--- config.mk ---
export PLATFORM = sky130hd
export DESIGN_NAME = pgr_apb_slv_regbank_32bit
export DESIGN_NICKNAME = d
export VERILOG_FILES = /design/src/rtl/pgr_apb_slv_pkg.sv /design/src/rtl/pgr_apb_slv_bytewr.sv /design/src/rtl/pgr_apb_slv_regbank_32bit.sv
export SDC_FILE = /design/constraint.sdc
export NUM_CORES = 1
export LEC_CHECK = 0
export ABC_AREA = 1
export ABC_CLOCK_PERIOD_IN_PS = 2600
export BUFFER_PORTS_ARGS = -buffer_cell sky130_fd_sc_hd__clkbuf_2
export CAP_MARGIN = 20
export CORE_AREA = 2 2 244 246
export DETAILED_ROUTE_END_ITERATION = 8
export DIE_AREA = 0 0 246 248
export PLACE_DENSITY_LB_ADDON = 0.05
export SLEW_MARGIN = 20
export SYNTH_ARGS = -nofsm -noshare
export SYNTH_HDL_FRONTEND = slang
export SYNTH_SLANG_ARGS = --single-unit
--- constraint.sdc ---
create_clock -name clk -period 2.6 [get_ports clk]
set_clock_uncertainty 0.05 [all_clocks]
set_input_delay 0 -clock clk [delete_from_list [all_inputs] [get_ports clk]]
set_output_delay 0 -clock clk [all_outputs]
set_load 0.01 [all_outputs]
--- src/rtl/pgr_apb_slv_pkg.sv ---
// Shared definitions for the APB responder register bank: FSM state
// encoding and the value returned on reads outside the window.
package pgr_apb_slv_pkg;

  localparam logic [1:0] ST_IDLE = 2'd0;
  localparam logic [1:0] ST_WAIT = 2'd1;
  localparam logic [1:0] ST_RESP = 2'd2;

  localparam logic [31:0] MISS_RDATA = 32'h0000_0000;

endpackage

--- src/rtl/pgr_apb_slv_bytewr.sv ---
// One 32-bit read/write control word with per-byte-lane write enables.
module pgr_apb_slv_bytewr #(
  parameter logic [31:0] RST_VAL = 32'h0
) (
  input  logic        clk,
  input  logic        rst_n,
  input  logic        wr_en,
  input  logic [3:0]  strb,
  input  logic [31:0] wdata,
  output logic [31:0] q
);

  // Update only the lanes whose strobe is set; an all-zero strobe leaves q as is.
  always_ff @(posedge clk or negedge rst_n) begin
    // NOTE: every word has an architectural reset value, so this storage is
    // flop-based and reset, unlike a RAM that would be left uninitialised.
    if (!rst_n) begin
      q <= RST_VAL;
    end else if (wr_en) begin
      for (int b = 0; b < 4; b++) begin
        // NOTE: sequential state is assigned with <= so every flop samples
        // pre-edge values regardless of statement order.
        if (strb[b]) q[8*b +: 8] <= wdata[8*b +: 8];
      end
    end
  end

endmodule

--- src/rtl/pgr_apb_slv_regbank_32bit.sv ---
// APB-style responder: decodes a word-aligned window holding RW control
// words and RO status words, answers each access with a single-cycle p_rdy
// after WAIT_CYC wait states, and aborts cleanly if p_ce drops while waiting.
module pgr_apb_slv_regbank_32bit
  import pgr_apb_slv_pkg::*;
#(
  parameter logic [15:0] BASE_ADDR = 16'h0000,
  parameter int          REG_NUM   = 16,
  parameter int          RW_NUM    = 8,
  parameter int          WAIT_CYC  = 2,
  parameter logic [31:0] RST_VAL   = 32'h0
) (
  input  logic                            clk,
  input  logic                            rst_n,
  input  logic                            p_sel,
  input  logic                            p_ce,
  input  logic                            p_we,
  input  logic [15:0]                     p_addr,
  input  logic [3:0]                      p_strb,
  input  logic [31:0]                     p_wdata,
  output logic                            p_rdy,
  output logic [31:0]                     p_rdata,
  output logic [RW_NUM*32-1:0]            ctrl_regs,
  input  logic [(REG_NUM-RW_NUM)*32-1:0]  sts_in,
  output logic [RW_NUM-1:0]               wr_stb,
  output logic [REG_NUM-1:0]              rd_stb
);

  localparam int         IDX_W    = $clog2(REG_NUM);
  localparam logic [7:0] CNT_LOAD = (WAIT_CYC > 0) ? 8'(WAIT_CYC - 1) : 8'd0;

  logic [1:0]       state;
  logic [7:0]       cnt;
  logic             ce_hold;   // transfer just finished, p_ce not yet dropped
  logic             start;
  logic             go_resp;   // this edge enters RESP: commit write, latch read
  logic             hit;
  logic [IDX_W-1:0] idx;
  logic [31:0]      rd_word;
  logic [RW_NUM-1:0] wr_en;
  logic [31:0]      word_q    [RW_NUM];
  logic [31:0]      all_words [REG_NUM];

  assign hit   = (p_addr[15:2+IDX_W] == BASE_ADDR[15:2+IDX_W]);
  assign idx   = p_addr[1+IDX_W:2];
  assign p_rdy = (state == ST_RESP);

  // Start and commit conditions for the current cycle.
  always_comb begin
    // NOTE: defaults first so no path through the block leaves a signal
    // unassigned, which would infer a latch.
    start   = 1'b0;
    go_resp = 1'b0;
    if (state == ST_IDLE) begin
      start   = p_sel && p_ce && !ce_hold;
      go_resp = start && (WAIT_CYC == 0);
    end else if (state == ST_WAIT) begin
      go_resp = p_ce && (cnt == 8'd0);
    end
  end

  // Word storage and the flat/array views used by the read mux and outputs.
  for (genvar g = 0; g < REG_NUM; g++) begin : g_word
    if (g < RW_NUM) begin : g_rw
      assign wr_en[g] = go_resp && p_we && hit && (idx == IDX_W'(g));
      pgr_apb_slv_bytewr #(.RST_VAL(RST_VAL)) u_word (
        .clk   (clk),
        .rst_n (rst_n),
        .wr_en (wr_en[g]),
        .strb  (p_strb),
        .wdata (p_wdata),
        .q     (word_q[g])
      );
      assign ctrl_regs[32*g +: 32] = word_q[g];
      assign all_words[g]          = word_q[g];
    end else begin : g_ro
      assign all_words[g] = sts_in[32*(g-RW_NUM) +: 32];
    end
  end

  assign rd_word = all_words[idx];

  // Access FSM with wait-state counter.
  always_ff @(posedge clk or negedge rst_n) begin
    if (!rst_n) begin
      state <= ST_IDLE;
      cnt   <= 8'd0;
    end else begin
      case (state)
        ST_IDLE: begin
          if (start) begin
            if (WAIT_CYC == 0) begin
              state <= ST_RESP;
            end else begin
              state <= ST_WAIT;
              cnt   <= CNT_LOAD;
            end
          end
        end
        ST_WAIT: begin
          if (!p_ce)              state <= ST_IDLE;
          else if (cnt == 8'd0)   state <= ST_RESP;
          else                    cnt   <= cnt - 8'd1;
        end
        ST_RESP: state <= ST_IDLE;
        default: state <= ST_IDLE;
      endcase
    end
  end

  // Block a restart until the master has released p_ce after a completion.
  always_ff @(posedge clk or negedge rst_n) begin
    if (!rst_n)                 ce_hold <= 1'b0;
    else if (state == ST_RESP)  ce_hold <= 1'b1;
    else if (!p_ce)             ce_hold <= 1'b0;
  end

  // Response data and one-cycle access strobes, registered entering RESP.
  always_ff @(posedge clk or negedge rst_n) begin
    if (!rst_n) begin
      p_rdata <= 32'h0;
      wr_stb  <= '0;
      rd_stb  <= '0;
    end else begin
      wr_stb <= wr_en;
      rd_stb <= '0;
      if (go_resp) begin
        if (p_we) begin
          p_rdata <= 32'h0;
        end else if (hit) begin
          p_rdata <= rd_word;
          rd_stb  <= REG_NUM'(1) << idx;
        end else begin
          p_rdata <= MISS_RDATA;
        end
      end
    end
  end

endmodule

* Word level (Yosys, flattened, before mapping)
Cells that the tools add are included.
Word-level totals: bits in latches 0, memories kept 0, memory bits (read-only) 0, output and inout bits 313, bits in writable memories 0, register bits after elaboration 323, word-level logic and storage cells 130
Cells by class: multipliers 0, mux-type cells 21, order comparisons 1, bitwise gates (word level) 1, equal/unequal tests 14, shift-type cells 1, divide/modulo/power cells 0, add/subtract/negate cells 1, reduce and logical (&&, ||, !) cells 53
Operator list (count):
- 32-bit binary-select mux with 4-bit select | 1
- 32-bit 2-to-1 mux | 4
- 2-bit AND reduction | 33
- 16-bit 2-to-1 mux | 3
- 8-bit 2-to-1 mux | 3
- 4-bit by 3-bit == test with 1-bit output (second input constant) | 4
- 8-bit case mux with 2 select lines | 1
- 1-bit by 4-bit << shifter with 16-bit output (first input constant) | 1
- 1-bit logical AND | 13
- 10-bit zero test | 1
- 4-bit by 2-bit == test with 1-bit output (second input constant) | 2
- 8-bit zero test | 1
- 8-bit by 1-bit subtractor with 8-bit output (second input constant) | 1
- 2-bit 2-to-1 mux | 3
- 2-bit != test (second input constant) | 3
- 5-bit >= comparator (second input constant) | 1
- 1-bit 2-to-1 mux | 5
- 4-bit NOT with 5-bit output | 1
- 4-bit by 1-bit == test with 1-bit output (second input constant) | 1
- 4-bit zero test | 1
- 2-bit case mux with 2 select lines | 1
- 4-bit AND reduction | 1
- 3-bit by 2-bit != test with 1-bit output (second input constant) | 1
- 2-bit by 1-bit == test with 1-bit output (second input constant) | 1
- other kinds (5) | 5

* Logic depth before layout (Yosys ltp)
Gate-level depths: netlist (run 1).
word-level depth 8, depth in mapped cells 12, gate-level depth less buffers 9

* Modules after synthesis
A second synthesis (run 1) with hierarchy kept.
Second synthesis, totals: cells, all modules 2871, area, all modules 18773.0 µm²
Modules (own cells, without submodules):
- pgr_apb_slv_bytewr | sequential area each 800.8 µm², area each 1291.2 µm², cells an instance 140, instances 8
- pgr_apb_slv_regbank_32bit | sequential area each 1676.6 µm², area each 8443.1 µm², cells an instance 1751, instances 1

* Worst setup path after synthesis (run 1)
Ideal clock, no wire load.
path type reg2reg, from reg cnt[0], to reg g_word[4].g_rw.u_word.q[10], path slack 726 ps, arrival time 1707 ps, path buffers 1, cell stages (with the launch flop) 11, cells stage by stage dfrtp_1 -> inv_1 -> ha_1 -> nand2_1 -> nor2_2 -> nand3_2 -> nor2_4 -> buf_4 -> nand3_2 -> nand2_1 -> nand2_1
Between the ends: longest elaborated chain between the ends 8
RTL lines:
- from (decl) | line pgr_apb_slv_regbank_32bit.sv:33 | logic [7:0] cnt;
- from (signal assigned) | line pgr_apb_slv_regbank_32bit.sv:103 | else cnt <= cnt - 8'd1;
- 8-bit zero test | line pgr_apb_slv_regbank_32bit.sv:58 | go_resp = p_ce && (cnt == 8'd0);
- 1-bit logical AND | line pgr_apb_slv_regbank_32bit.sv:58
- 1-bit 2-to-1 mux | line pgr_apb_slv_regbank_32bit.sv:57 | end else if (state == ST_WAIT) begin
- 1-bit 2-to-1 mux | line pgr_apb_slv_regbank_32bit.sv:54 | if (state == ST_IDLE) begin
- 1-bit logical AND (3 in a row) | line pgr_apb_slv_regbank_32bit.sv:65 | assign wr_en[g] = go_resp && p_we && hit && (idx == IDX_W'(g));
- 2-bit AND reduction (no source line)
- to (signal, indexed assignment) | line pgr_apb_slv_bytewr.sv:23 | if (strb[b]) q[8*b +: 8] <= wdata[8*b +: 8];
- to (decl) | line pgr_apb_slv_bytewr.sv:10 | output logic [31:0] q
No other way between the ends. A chain may end at the register's enable or synchronous reset.

* Final worst setup path (run 1)
from in p_addr[2], to reg p_rdata[16]
Between the ends: longest elaborated chain between the ends 6
RTL lines:
- from (decl) | line pgr_apb_slv_regbank_32bit.sv:18 | input logic [15:0] p_addr,
- 4-bit NOT with 5-bit output (implied by the code) | line pgr_apb_slv_regbank_32bit.sv:81 | assign rd_word = all_words[idx];
- 32-bit binary-select mux with 4-bit select | line pgr_apb_slv_regbank_32bit.sv:81
- 32-bit 2-to-1 mux (implied by the code) (2 in a row) | line pgr_apb_slv_regbank_32bit.sv:81
- 32-bit 2-to-1 mux | line pgr_apb_slv_regbank_32bit.sv:130 | end else if (hit) begin
- 32-bit 2-to-1 mux | line pgr_apb_slv_regbank_32bit.sv:128 | if (p_we) begin
- to (signal assigned) | line pgr_apb_slv_regbank_32bit.sv:131 | p_rdata <= rd_word;
- to (decl) | line pgr_apb_slv_regbank_32bit.sv:22 | output logic [31:0] p_rdata,
No other way between the ends. The select of a mux whose other input is x is not followed.

==> metrics.txt, run 1 <==
H-tree levels=2; pwr/cell area=498 nW/um2; DR vias=22274; first-pass GRT wire length=130000 um; First DRT Iteration DRCs=1606; Slew @ Worst Pin=769 ps; drt drc=0; Cell Chain, Critical Path=dlygate4sd3_1 > buf_12 > inv_16 > buf_16 > nand2_1 > nand2_1 > dlygate4sd3_1 > nand2_1 > nand2_1 > nand2_2 > nand2_1 > dlygate4sd3_1 > o21ai_0 > nand2_1; Reg clk slew, reported paths=60 ps; Synth area leader=dfrtp_1; cts bufs inserted=41; Levels on crit path=14; die width=246 um; Most common cell on crit path=nand2_1; fmax=408 MHz; status=completed; slowest CP cell=dlygate4sd3_1; most common flop cell mapped by yosys=dfrtp_1; global-route usage over all layers=28.1%; worst reg2reg path depth=10; utilization of the core after routing=45.3%; Synth Register Bits=323; most frequent cell after synthesis=nand2_1; CP top delay family=buffers and inverters; area grow syn2layout=38.6%; num rows=89; final wirelength=between 90000 and 100000 um; Mapped Cells=approximately 2900; Post-DP HPWL=60700 um; largest net degree at the start of global routing=133; Root Driver=clkbuf_16; yosys warns=0; worst path arrival time=2850 ps; post-synth top area share=42.3%; Worst VDD drop=0.000413 V; most common library cells after synthesis=nand2_1 (1948), dfrtp_1 (323), nand4_1 (260); Worst Path Max Fanout=41; Cell Count, Final, Fillers Out=4440; Tcrit/Tclk final=94.3%; total gr overflow=0; GPL Wtd Cong=0.868; Ports=626; die area=61000 um2; RSZ-0062 raised after global routing=no; final net count=3949; Hold WS=approximately 18 ps; Worst setup SP type=primary input; Pins Over Slew Limit=0; Detailed Routing Iterations Pass 1=7; clk sinks=roughly 320; synth top area cells=dfrtp_1 (42%), nand2_1 (38%), nand4_1 (8.5%); Async SR Flop Fraction=100%; Tot Pwr=between 10 and 15 mW; syn_area_per_cell=roughly 6.5 um2; Max stage delay on crit path=580 ps; WS Path Type=in2reg; Leakage=15.8 nW; WL/cell=20.4 um; Post-Syn Nets=3245; max cap viols=0; count of final setup violators=0; Hold/Removal Path Class=in2async; port bufs=just over 600; worst relative slew slack=48.7%; core area=58500 um2; Die Height=248 um; worst path bufs/invs=6; setup TNS=0 ps; crit end category=register; Seq/Total Area, Yosys=42.3%; Initial Utilization=between 30 and 40%; critical path required time=~3000 ps; fin crit period=between 2000 and 2500 ps; initial antenna violation count=3; post-synth cell types=27; CTS tree=built; post-synthesis cell area=19100 um2; layout cell share with drive strength beyond 1=a little under a quarter; vias in the first global route=20866; DRT antenna net count=0; EDFF count, synth=0; Final Hold Vio Count=0; via/cell ratio=5.02; worst skew pair latency=560 ps; Longest Clk Path Bufs=3; dpl cells=roughly 4200
[area by class of cell]
cell class	count	area (um2)
fill	6031	32000
multi-input combinational	2351	9950
sequential	323	8080
timing repair buffer	886	5940
clock buffer	65	1310
tap	773	967
inverter	32	139
clock inverter	9	98.8
antenna	1	2.50
[kinds of logic after synthesis]
kind of cell | after synthesis | synth area share, %
compound gates | 38 | 1.01
xor+xnor | 4 | 0.183
fa+ha+maj | 1 | 0.0654
simple gates | 2308 | 50.5
flops | 323 | 42.3
buf+inv | 257 | 5.96
[final timing paths]
check,from,end,slack [ps]
hold / removal,rst_n,g_word[2].g_rw.u_word.q[29]$_DFFE_PN0P_,20
setup reg to reg,cnt[0]$_DFFE_PN0P_,g_word[1].g_rw.u_word.q[16]$_DFFE_PN0P_,230
hold reg to reg,p_rdata[3]$_DFFE_PN0P_,p_rdata[3]$_DFFE_PN0P_,430
min in group clk,sts_in[64],p_rdata[0]$_DFFE_PN0P_,40
setup / recovery,p_addr[2],p_rdata[16]$_DFFE_PN0P_,150
max in group asynchronous,rst_n,g_word[5].g_rw.u_word.q[10]$_DFFE_PN0P_,1900
[state kept, by name, summed over array words and instances, names as in the netlist]
register / cells
g_word.g_rw.u_word.q: 256
p_rdata: 32
rd_stb: 16
cnt: 8
wr_stb: 8
state: 2
ce_hold: 1
[layout by cell type, fill, tap and decap left out, drive strengths merged]
cell type,n
a21oi,1
and2,1
buf,72
bufinv,2
clkbuf,689
clkinv,6
dfrtp,323
diode,1
dlygate4sd3,190
ha,1
inv,33
nand2,1948
nand3,38
nand4,260
nor2,52
nor3,6
nor4,2
o21ai,35
o22ai,2
or2,1
xnor2,1
xor2,3
[timing repair]
action,in CTS,in global routing
endpoints found under the setup margin,0,47
resized for setup,0,21
setup buffers,0,2
hold buffers,191,0
endpoints found under the hold margin,588,0
[metal layers]
metal / vias to the layer above / part of all wire [%] / global-route usage, %
li1: 10678 / - / -
met1: 10711 / 41 / 35.2
met2: 780 / 50 / 48.7
met3: 103 / 7.0 / 5.81
met4: 2 / 2.5 / 7.70
met5: - / 0.013 / 0
[worst reg2reg max path, delay by kind of cell (launching register included)]
kind	cells	cell delay [ps]
buf+inv	3	780
fa+ha+maj	1	250
flops	1	390
simple gates	6	840
[report_power, final]
part / total [mW] / switching [mW] / internal [mW]
registers: 5.16 / 0.0609 / 5.09
logic: 2.08 / 1.29 / 0.790
clock network: 5.97 / 2.33 / 3.64
[per-stage QoR]
stage	setup slack [ps]	cell area (um2)
after floorplan	726	19100
after global placement	254	23000
after detailed placement	214	23000
after CTS	16.8	26300
after global routing	9.39	26500
final	147	26500
Power figures use the tool's default switching activity.
==> run 2, diff against run 1 <==
Settings changed: PLACE_DENSITY set to 0.54, PLACE_DENSITY_LB_ADDON 0.05 to unset.
==> metrics.txt, run 2 (synthesis gave the netlist of run 1 again) <==
status=finished, violations left; failing checks=hold timing; initial antenna violation count=0; critical path required time=3040 ps; Net Sw Power=approximately 3.7 mW; switching share of total power=27.1%; commonest non-fill, non-tap cells in the layout=nand2_1 (1948), clkbuf_2 (620), dfrtp_1 (323); Longest Clk Path Bufs=3; max cap viols=0; WS Path Type=in2reg; DP Area=23000 um2; worst path arrival time=2930 ps; clk sinks=323; core area=approximately 58000 um2; combinational share of power=15.0%; antenna cells=0; first-pass GRT wire length=130000 um; drt drc=0; total gr overflow=0; die width=around 250 um; setup TNS=0 ps; Pins Over Slew Limit=0; final net count=3951; num rows=89; DRT antenna net count=0; fin crit period=about 2500 ps; final wirelength=~87000 um; vias in the first global route=approximately 21000; Top Registers=g_word.g_rw.u_word.q x256, p_rdata x32, rd_stb x16; Hold/Removal Path Class=in2reg; Leakage=15.7 nW; Final Hold Vio Count=1; CTS tree=built; dpl cells=4178; WHS Path Cells=9; via/cell ratio=between 4 and 5; Ports=626; Root Driver=clkbuf_16; Largest register FFs=between 200 and 300; GPL Wtd Cong=0.857; Cell Count, Final, Fillers Out=4440; Slew @ Worst Pin=738 ps; First DRT Iteration DRCs=~1700; Worst setup SP type=primary input; Worst VDD drop=0.000393 V; DR vias=22195; RSZ-0062 raised after global routing=yes; Final Cell Area=~26000 um2; Reg with most FFs=g_word.g_rw.u_word.q; worst relative slew slack=50.7%; die area=61000 um2; area grow syn2layout=38.3%; cts bufs inserted=41; Die Height=248 um; Post-DP HPWL=59200 um; H-tree levels=2; Clk pwr share=46.9%; port bufs=623; utilization of the core after routing=a little under half; Detailed Routing Iterations Pass 1=5; fmax=402 MHz; Tcrit/Tclk final=a little over nine tenths; count of final setup violators=0; Hold WS=-23.1 ps; layout cell share with drive strength beyond 1=22.6%; crit end category=register; Worst Path Max Fanout=16; Int Power=9.86 mW; Post-CTS Repair Setup Buffers=0; worst reg2reg path depth=11; largest net degree at the start of global routing=106; sequential share of power=38.1%; Reg clk slew, reported paths=60 ps; commonest non-fill, non-tap cell in the layout=nand2_1; WL/cell=19.7 um; Initial Utilization=32.7%; worst skew pair latency=570 ps; global-route usage over all layers=about 28%; pwr/cell area=512 nW/um2
==> run 2: worst paths after layout <==
kind,startpoint,endpoint,slack [ps]
min in group asynchronous,rst_n,g_word[6].g_rw.u_word.q[8]$_DFFE_PN0P_,420
max in group asynchronous,rst_n,p_rdata[19]$_DFFE_PN0P_,1380
hold / removal,sts_in[179],p_rdata[19]$_DFFE_PN0P_,-20
setup / recovery,p_addr[15],p_rdata[18]$_DFFE_PN0P_,110
setup reg to reg,cnt[0]$_DFFE_PN0P_,g_word[7].g_rw.u_word.q[22]$_DFFE_PN0P_,190
hold reg to reg,p_rdata[10]$_DFFE_PN0P_,p_rdata[10]$_DFFE_PN0P_,430
==> run 2: layer usage <==
metal | global-route usage [%] | share of wire, %
met1 | 37.4 | 43
met4 | 7.88 | 2.5
met2 | 46.4 | 48
met3 | 4.15 | 6.5
met5 | 0 | 0
==> run 2: layout make-up <==
| type | count | area, um2 |
|---|---|---|
| clock buffer | 54 | 1140 |
| clock inverter | 19 | 338 |
| fill | 6199 | 32000 |
| inverter | 32 | 133 |
| multi-input combinational | 2351 | 9950 |
| sequential | 323 | 8080 |
| tap | 773 | 967 |
| timing repair buffer | 888 | 5820 |
==> run 2: critical path, stage by stage <==
cell and delay (ps):
dlygate4sd3_1 540, clkbuf_2 100, nor2_1 100, dlygate4sd3_1 570
and2_1 160, dlygate4sd3_1 580, nand2_1 140, nor2_4 190
buf_12 220, o21ai_0 200, nand2_1 90
==> run 2: power by group through the flow <==
stage / registers (mW) / clock network, mW / logic, mW
after detailed placement: 5.24 / 0 / 1.72
after floorplan: 5.23 / 0 / 0.954
after global routing: 5.16 / 6.65 / 2.25
after CTS: 5.15 / 6.44 / 2.03
after global placement: 5.24 / 0 / 1.72
final: 5.15 / 6.35 / 2.03
==> run 2: what timing repair did <==
action	in CTS	in global routing
setup endpoints to repair	0	21
hold buffers	188	0
resized for setup	0	5
endpoints found under the hold margin	631	0
==> run 2: stage by stage <==
stage	setup WS (ps)	power [mW]	hold WS (ps)
finish	111	13.5	-23.1
global placement	248	6.96	-49.9
floorplan	726	6.19	-346
global route	-32.6	14.1	8.73
detailed placement	228	6.96	-45.4
CTS	111	13.6	0.556
